## src/rtl/imem_loader_if.sv

```systemverilog
// Byte-stream load port and instruction-memory write port of the program loader.
// The slave modport is the loader's view; master is the host/driver view.
interface imem_loader_if;
  logic        start;
  logic [7:0]  length_words;
  logic [7:0]  byte_in;
  logic        byte_valid;
  logic        byte_ready;
  logic        mem_we;
  logic [31:0] mem_addr;
  logic [31:0] mem_wdata;
  logic        busy;
  logic        done;
  logic        err;
  logic        cpu_hold;

  modport master (
    output start, length_words, byte_in, byte_valid,
    input  byte_ready, mem_we, mem_addr, mem_wdata, busy, done, err, cpu_hold
  );

  modport slave (
    input  start, length_words, byte_in, byte_valid,
    output byte_ready, mem_we, mem_addr, mem_wdata, busy, done, err, cpu_hold
  );
endinterface

```

## src/rtl/imem_loader.sv

```systemverilog
// Instruction-memory loader: assembles little-endian bytes into 32-bit words and writes them.
// Optional trailing checksum byte enabled by defining IMEM_LOADER_CHECKSUM_EN.
module imem_loader #(
  parameter int DEPTH = 45
) (
  input logic         clk,
  input logic         rst,
  imem_loader_if.slave bus
);

  localparam logic [31:0] DEPTH_U = 32'(DEPTH);

`ifdef IMEM_LOADER_CHECKSUM_EN
  typedef enum logic [2:0] {IDLE, RECV, WRITE, CHECK, DONE} state_t;
`else
  typedef enum logic [2:0] {IDLE, RECV, WRITE, DONE} state_t;
`endif

  state_t      state;
  state_t      state_nxt;
  logic [7:0]  length;
  logic [7:0]  word_index;
  logic [7:0]  csum;
  logic [1:0]  lane;
  logic [23:0] word_buf;
  logic [31:0] addr_r;
  logic [31:0] wdata_r;
  logic        err_r;

  logic        byte_ready;
  logic        mem_we;
  logic        busy;
  logic        done;
  logic        cpu_hold;
  logic        start_ok;
  logic        start_bad;
  logic        acc;
  logic        len_ok;
  logic        last_word;

  assign len_ok    = (bus.length_words != 8'd0) && ({24'd0, bus.length_words} <= DEPTH_U);
  assign acc       = byte_ready && bus.byte_valid;
  assign last_word = ((word_index + 8'd1) == length);

  always_ff @(posedge clk or posedge rst) begin
    if (rst) state <= IDLE;
    else     state <= state_nxt;
  end

  always_comb begin
    state_nxt  = state;
    byte_ready = 1'b0;
    mem_we     = 1'b0;
    busy       = 1'b0;
    done       = 1'b0;
    cpu_hold   = 1'b1;
    start_ok   = 1'b0;
    start_bad  = 1'b0;
    case (state)
      IDLE, DONE: begin
        if (state == DONE) begin
          done     = 1'b1;
          cpu_hold = 1'b0;
        end
        // A rejected start from DONE drops back to IDLE so the stale image is not reported as loaded.
        if (bus.start) begin
          if (len_ok) begin
            start_ok  = 1'b1;
            state_nxt = RECV;
          end else begin
            start_bad = 1'b1;
            state_nxt = IDLE;
          end
        end
      end
      RECV: begin
        byte_ready = 1'b1;
        busy       = 1'b1;
        if (bus.byte_valid && (lane == 2'd3)) state_nxt = WRITE;
      end
      WRITE: begin
        mem_we = 1'b1;
        busy   = 1'b1;
        if (last_word) begin
`ifdef IMEM_LOADER_CHECKSUM_EN
          state_nxt = CHECK;
`else
          state_nxt = DONE;
`endif
        end else begin
          state_nxt = RECV;
        end
      end
`ifdef IMEM_LOADER_CHECKSUM_EN
      CHECK: begin
        byte_ready = 1'b1;
        busy       = 1'b1;
        if (bus.byte_valid) state_nxt = DONE;
      end
`endif
      default: state_nxt = IDLE;
    endcase
  end

  always_ff @(posedge clk or posedge rst) begin
    if (rst) begin
      length     <= 8'd0;
      word_index <= 8'd0;
      lane       <= 2'd0;
      csum       <= 8'd0;
      err_r      <= 1'b0;
      addr_r     <= 32'd0;
      wdata_r    <= 32'd0;
    end else begin
      if (start_ok) begin
        length     <= bus.length_words;
        word_index <= 8'd0;
        lane       <= 2'd0;
        csum       <= 8'd0;
        err_r      <= 1'b0;
      end else if (start_bad) begin
        err_r <= 1'b1;
      end
      // The fourth byte goes straight into the write register so mem_we can follow on the next cycle.
      if (acc && (state == RECV)) begin
        lane <= lane + 2'd1;
        csum <= csum + bus.byte_in;
        if (lane == 2'd3) begin
          addr_r  <= {22'd0, word_index, 2'b00};
          wdata_r <= {bus.byte_in, word_buf};
        end
      end
      if (state == WRITE) word_index <= word_index + 8'd1;
`ifdef IMEM_LOADER_CHECKSUM_EN
      if (acc && (state == CHECK) && (8'(csum + bus.byte_in) != 8'd0)) err_r <= 1'b1;
`endif
    end
  end

  // Lower lanes need no reset: lane returns to 0 on reset, so stale bytes are always overwritten.
  always_ff @(posedge clk) begin
    if (acc && (state == RECV)) begin
      case (lane)
        2'd0:    word_buf[7:0]   <= bus.byte_in;
        2'd1:    word_buf[15:8]  <= bus.byte_in;
        2'd2:    word_buf[23:16] <= bus.byte_in;
        default: ;
      endcase
    end
  end

  assign bus.byte_ready = byte_ready;
  assign bus.mem_we     = mem_we;
  assign bus.mem_addr   = addr_r;
  assign bus.mem_wdata  = wdata_r;
  assign bus.busy       = busy;
  assign bus.done       = done;
  assign bus.err        = err_r;
  assign bus.cpu_hold   = cpu_hold;

endmodule

```

## src/flat_wrapper.sv

```systemverilog
// flat-port wrapper written by rule: the top's interface ports become plain ports
module imem_loader_flat 
#(
  parameter int DEPTH = 45
)
  (clk, rst, bus_start, bus_length_words, bus_byte_in, bus_byte_valid, bus_byte_ready, bus_mem_we, bus_mem_addr, bus_mem_wdata, bus_busy, bus_done, bus_err, bus_cpu_hold);
  imem_loader_if bus_i ();
  input logic clk;
  input logic rst;
  input wire logic [$bits(bus_i.start)-1:0] bus_start;
  input wire logic [$bits(bus_i.length_words)-1:0] bus_length_words;
  input wire logic [$bits(bus_i.byte_in)-1:0] bus_byte_in;
  input wire logic [$bits(bus_i.byte_valid)-1:0] bus_byte_valid;
  output wire logic [$bits(bus_i.byte_ready)-1:0] bus_byte_ready;
  output wire logic [$bits(bus_i.mem_we)-1:0] bus_mem_we;
  output wire logic [$bits(bus_i.mem_addr)-1:0] bus_mem_addr;
  output wire logic [$bits(bus_i.mem_wdata)-1:0] bus_mem_wdata;
  output wire logic [$bits(bus_i.busy)-1:0] bus_busy;
  output wire logic [$bits(bus_i.done)-1:0] bus_done;
  output wire logic [$bits(bus_i.err)-1:0] bus_err;
  output wire logic [$bits(bus_i.cpu_hold)-1:0] bus_cpu_hold;
  assign bus_i.start = bus_start;
  assign bus_i.length_words = bus_length_words;
  assign bus_i.byte_in = bus_byte_in;
  assign bus_i.byte_valid = bus_byte_valid;
  assign bus_byte_ready = bus_i.byte_ready;
  assign bus_mem_we = bus_i.mem_we;
  assign bus_mem_addr = bus_i.mem_addr;
  assign bus_mem_wdata = bus_i.mem_wdata;
  assign bus_busy = bus_i.busy;
  assign bus_done = bus_i.done;
  assign bus_err = bus_i.err;
  assign bus_cpu_hold = bus_i.cpu_hold;
  imem_loader #(.DEPTH(DEPTH)) u_core (.clk(clk), .rst(rst), .bus(bus_i));
endmodule
```

## config.mk

```make
export PLATFORM = sky130hd
export DESIGN_NAME = imem_loader_flat
export DESIGN_NICKNAME = d
export VERILOG_FILES = /design/src/rtl/imem_loader_if.sv /design/src/rtl/imem_loader.sv /design/src/flat_wrapper.sv
export SDC_FILE = /design/constraint.sdc
export NUM_CORES = 1
export LEC_CHECK = 0
export ABC_AREA = 1
export CAP_MARGIN = 20
export CORE_ASPECT_RATIO = 0.6
export CORE_MARGIN = 2
export CORE_UTILIZATION = 30
export CTS_BUF_LIST = sky130_fd_sc_hd__clkbuf_4
export CTS_CLUSTER_SIZE = 28
export DETAILED_ROUTE_END_ITERATION = 8
export MAX_ROUTING_LAYER = met4
export PLACE_DENSITY_LB_ADDON = 0.08
export SLEW_MARGIN = 20
export SYNTH_ARGS = -nofsm -noshare
export SYNTH_HDL_FRONTEND = slang
export SYNTH_SLANG_ARGS = --single-unit
```

## constraint.sdc

```tcl
create_clock -name clk -period 2.09 [get_ports clk]
set_input_delay 0.3135 -clock clk [delete_from_list [all_inputs] [get_ports clk]]
set_output_delay 0.3135 -clock clk [all_outputs]
set_load 0.1 [all_outputs]
```

# After elaboration in Yosys (flattened, before gate mapping)
# Index checks and enable logic that the tools add are counted.
# op_classes
addsub,2
magnitude_cmp,1
n_eq_ne,9
mux,24
n_reduce_logical,17
# ops
operator,n
$mux 1,16
$mux 8,2
$reduce_and 2->1,5
$pmux 3 s3,1
$add 8x1->8 const B,1
$eq 8x8->1,1
$le 8x6->1 const B,1
$reduce_bool 8->1,1
$eq 3x2->1 const B,2
$mux 2,3
$mux 3,2
$reduce_bool 2->1,3
$eq 2x2->1 const B,2
$logic_and 1x1->1,4
$reduce_or 2->1,2
$eq 3x1->1 const B,1
$logic_not 3->1,1
$add 2x1->2 const B,1
$eq 2x1->1 const B,1
$logic_not 2->1,1
$ne 2x1->1 const B,1
$ne 2x2->1 const B,1
# word_totals
reg_bits,86
inputBits,20
out_inout_bits,70
wordCells,63

# Depth between registers and ports, before layout
# logic_depth
depth_word,7
mapped_depth,12

# Worst setup path before layout
# OpenSTA, ideal clock, no wires.
# synth_timing
path_kind,reg-to-reg
startpoint,reg u_core.state[1]
endpoint,"reg u_core.word_buf[0], enable pin"
arrival_ns,2.022
path_slack_ns,-0.302
path_stages_with_launch,5
path_buffers,0
path_cell_list,dfrtp_1 inv_1 ha_1 nand2_1 nor2_1
# synth_via
elab_chain_len,5
# synth_rtl
element,line_no,source
start: declaration,imem_loader.sv:19,state_t state;
start signal: assignment,imem_loader.sv:47,else state <= state_nxt;
$eq 3x1->1,imem_loader.sv:59,case (state)
$mux 1,imem_loader.sv:59,
via bus_byte_ready,flat_wrapper.sv:14,output wire logic [$bits(bus_i.byte_ready)-1:0] bus_byte_ready;
$logic_and 1x1->1,imem_loader.sv:42,assign acc = byte_ready && bus.byte_valid;
$logic_and 1x1->1,imem_loader.sv:142,if (acc && (state == RECV)) begin
$reduce_and 2->1 (no line),n/a,
end signal: assignment,imem_loader.sv:144,2'd0: word_buf[7:0] <= bus.byte_in;
end: declaration,imem_loader.sv:25,logic [23:0] word_buf;
# The timed path passes the listed nets, and every way through them passes these cells.
# A chain may end at the register's enable or synchronous reset.

# Final worst setup path
# layout_timing
startpoint,reg u_core.state[0]
endpoint,out bus_busy
# layout_via
elab_chain_len,3
# layout_rtl
element,line_no,source
$eq 3x2->1 / $eq 3x1->1 (equally long branches),imem_loader.sv:59,
$reduce_or 2->1 (no line) (*),n/a,
$mux 1 (*),imem_loader.sv:59,
end: declaration,flat_wrapper.sv:18,output wire logic [$bits(bus_i.busy)-1:0] bus_busy;
# Every way passes the cells marked *; elsewhere a longest branch is shown, timed or not.

==> impl_metrics.csv <==
group,metric,value,unit
timing,post-route-min-period,1.89,ns
critical_path,start_kind,"flip-flop",
critical_path,cp.required,1.78,ns
floorplanning,core,0.0121,mm²
critical_path,crit_path_top_delay_cell,"dfrtp_1",
cts,cts_made_buffers,9,
grt,grt_pass1_wl,12.1,mm
grt,grt_usage,12.3,%
timing,setup_viol,0,
timing,setup-tns-final,0,ns
routing,firstDrtPassIters,4,
layout,syn_to_final_growth,24.4,%
critical_path,path_buf_inv,3,
timing,layout_setup_ws,0.196,ns
floorplanning,dieArea,0.0134,mm²
routing,drc,0,
cts,tritoncts,"built",
cts,hold_buffers,0,
timing,timing.fmax,528,MHz
routing,vias,2402,
grt,overflow,0,
critical_path,critPathMaxStageDelay,0.45,ns
logic_synthesis,synth-seq-cells,85,
floorplanning,dieWidth,148,µm
routing,avgViaCountPerCell,4.16,
hold_path,worstHoldPathType,"primary input to asynchronous set/reset pin",
cts,clkTransAtPathRegs,0.14,ns
logic_synthesis,synthCells,331,
grt,grt_max_degree,41,
place,placed_cell_area,0.00453,mm²
logic_synthesis,ys_seq_area_share,60.1,%
floorplanning,num_io_pins,90,
routing,wl_per_cell,13.3,µm
routing,antenna_left,0,
timing,skew,0.0139,ns
timing,fin_crit_sh,90.6,%
floorplanning,rows,31,
grt,grt_pass1_vias,2214,
logic_synthesis,avgSynthCellArea,11.3,µm²
cts,clk_latency,0.43,ns
place,place_ws,0.316,ns
critical_path,path_class,"flip-flop to output port",
routing,drt_iter0_markers,89,
cts,cts.root.buffer_cell,"clkbuf_4",
critical_path,cp_max_fo,5,
place,hpwl,5.60,mm
cts,cts_resized,0,
critical_path,cp-end-kind,"output port",
critical_path,crit_top_cell,"inv_1",
layout,final.fill_count,1203,
timing,report.final.slew_viol_count,0,
layout,final_layout_size_suffix_gt1_share,28.9,%
floorplanning,die_h,90.5,µm
cts,cts_htree_levels,3,
cts,cts_buffer_depth,2,
critical_path,crit_chain,"inv_1 > ha_1 > inv_1 > buf_12",
routing,drt_wl_total,7.68,mm
logic_synthesis,yosys.cell_types.count,28,
timing,hold_violations,0,
run,drv_cap,0,
timing,rsz0062_at_grt,"false",
floorplanning,initial_core_util,30.9,%
logic_synthesis,ys_warn_count,0,
cts,clock_sink_count,85,
grt,antenna_found_initial,0,
layout,antenna_cells,0,
layout,finalInstanceArea,0.00465,mm²
place,port_buffers,65,
critical_path,critPathArrivalTime,1.58,ns
logic_synthesis,synth_area,0.00374,mm²
layout,fin_util,38.4,%
critical_path,critPathTopFamily,"flip-flops",
place,gp_congestion,0.816,
cts,cts_setup_buffers,0,
outcome,status,"complete, no violations",
layout,fin_nets,436,
-- cells in the final DEF, fill, tap and decap left out --
master / netlist / layout
a21boi_0: 1 / 1
a31oi_1: 1 / 1
buf_12: 0 / 9
buf_4: 25 / 47
clkbuf_4: 0 / 10
clkdlybuf4s50_1: 0 / 19
clkinv_4: 0 / 1
clkinvlp_4: 0 / 4
conb_1: 1 / 24
dfrtp_1: 61 / 61
edfxtp_1: 24 / 24
ha_1: 9 / 8
ha_2: 0 / 1
inv_1: 39 / 38
inv_2: 0 / 1
inv_6: 0 / 1
mux2_2: 33 / 33
nand2_1: 48 / 47
nand2_2: 4 / 5
nand3_1: 26 / 26
nand3_2: 1 / 1
nand3b_1: 1 / 1
nand4_1: 2 / 2
nand4_2: 1 / 1
nor2_1: 13 / 13
nor2_2: 3 / 3
nor2_4: 1 / 1
nor3_1: 1 / 1
nor3_2: 1 / 1
nor4_1: 1 / 1
o21ai_0: 18 / 18
o21ai_1: 7 / 7
xnor2_1: 1 / 1
-- cells by family after synthesis --
logic type	count (synthesis)	share of synthesized area, %
flops	85	60.1
fa+ha+maj	9	3.01
xor+xnor	1	0.234
compound gates	27	3.72
simple gates	103	12.8
other cells	1	0.100
buf+inv	72	10.1
mux	33	9.94
-- synthesized netlist by cell type --
| cell | number | area (µm²) |
|---|---|---|
| buf_6 | 1 | 11.3 |
| o21ai_0 | 18 | 90.1 |
| a31oi_1 | 1 | 6.26 |
| nor2_2 | 3 | 18.8 |
| xnor2_1 | 1 | 8.76 |
| nand3_1 | 26 | 130 |
| buf_2 | 5 | 25.0 |
| inv_1 | 39 | 146 |
| dfrtp_1 | 61 | 1530 |
| clkbuf_1 | 2 | 7.51 |
| nor2_1 | 13 | 48.8 |
| nand2_1 | 48 | 180 |
| edfxtp_1 | 24 | 721 |
| o21ai_1 | 7 | 35.0 |
| mux2_2 | 33 | 372 |
| nand3b_1 | 1 | 7.51 |
| nand2_2 | 4 | 25.0 |
| nor4_1 | 1 | 6.26 |
| ha_1 | 9 | 113 |
| nor3_2 | 1 | 10.0 |
| nand4_2 | 1 | 12.5 |
| buf_4 | 25 | 188 |
| nor3_1 | 1 | 5.00 |
| nand3_2 | 1 | 10.0 |
| nor2_4 | 1 | 11.3 |
| a21boi_0 | 1 | 7.51 |
| conb_1 | 1 | 3.75 |
| nand4_1 | 2 | 12.5 |
-- worst reg2reg max path: stages, from the launching register on --
cell	delay (ns)
dfrtp_1	0.48
ha_1	0.26
nand3_1	0.12
o21ai_1	0.29
nand2_1	0.12
nand2_1	0.07
nand3_1	0.07
nor2_1	0.14
nor2_1	0.06
nor2_1	0.09
-- flip-flops by register name (all words and copies together), names as in the netlist --
register / flops
u_core.state: 2
u_core.length: 8
u_core.word_buf: 24
u_core.bus.mem_wdata: 32
u_core.bus.mem_addr: 8
u_core.lane: 2
u_core.bus.err: 1
u_core.word_index: 8
-- final timing paths --
path,startpoint,endpoint,slack (ns),cells past startpoint
min in group clk,bus_length_words[0],u_core.length[0],0.46,3
max in group asynchronous,rst,u_core.bus.mem_wdata[20],1.40,3
min,rst,u_core.bus.mem_wdata[7],0.20,2
max,u_core.state[0],bus_busy,0.20,4
min reg2reg,u_core.word_buf[16],u_core.bus.mem_wdata[16],0.49,1
max reg2reg,u_core.word_index[1],u_core.state[1],0.32,9
-- area by class of cell --
cell class                      instances  area [µm²]  share of cell area (%)
Clock buffer                           10        75.1                    1.61
Inverter                               39         146                    3.15
Timing Repair Buffer                   75         723                    15.6
Multi-Input combinational cell        197        1200                    25.9
Tap cell                              165         206                    4.44
Clock inverter                          6        47.5                    1.02
Sequential cell                        85        2250                    48.3
-- routing by layer --
metal	vias up	GRT usage, %	routed length, µm
met2	88	15.8	3010
met1	1118	18.2	4090
met4	0	3.57	64
li1	1192	-	-
met3	4	3.99	523
met5	-	-	0
-- per-stage QoR --
stage,std cells,hold slack [ns]
final,577,0.196
after detailed placement,561,0.464
after global routing,577,0.192
after CTS,577,0.164
after floorplan,354,0.412
after global placement,561,0.458
Power is not shown: default switching activity piles up to over one toggle a cycle in this logic, so the estimate is an artifact.
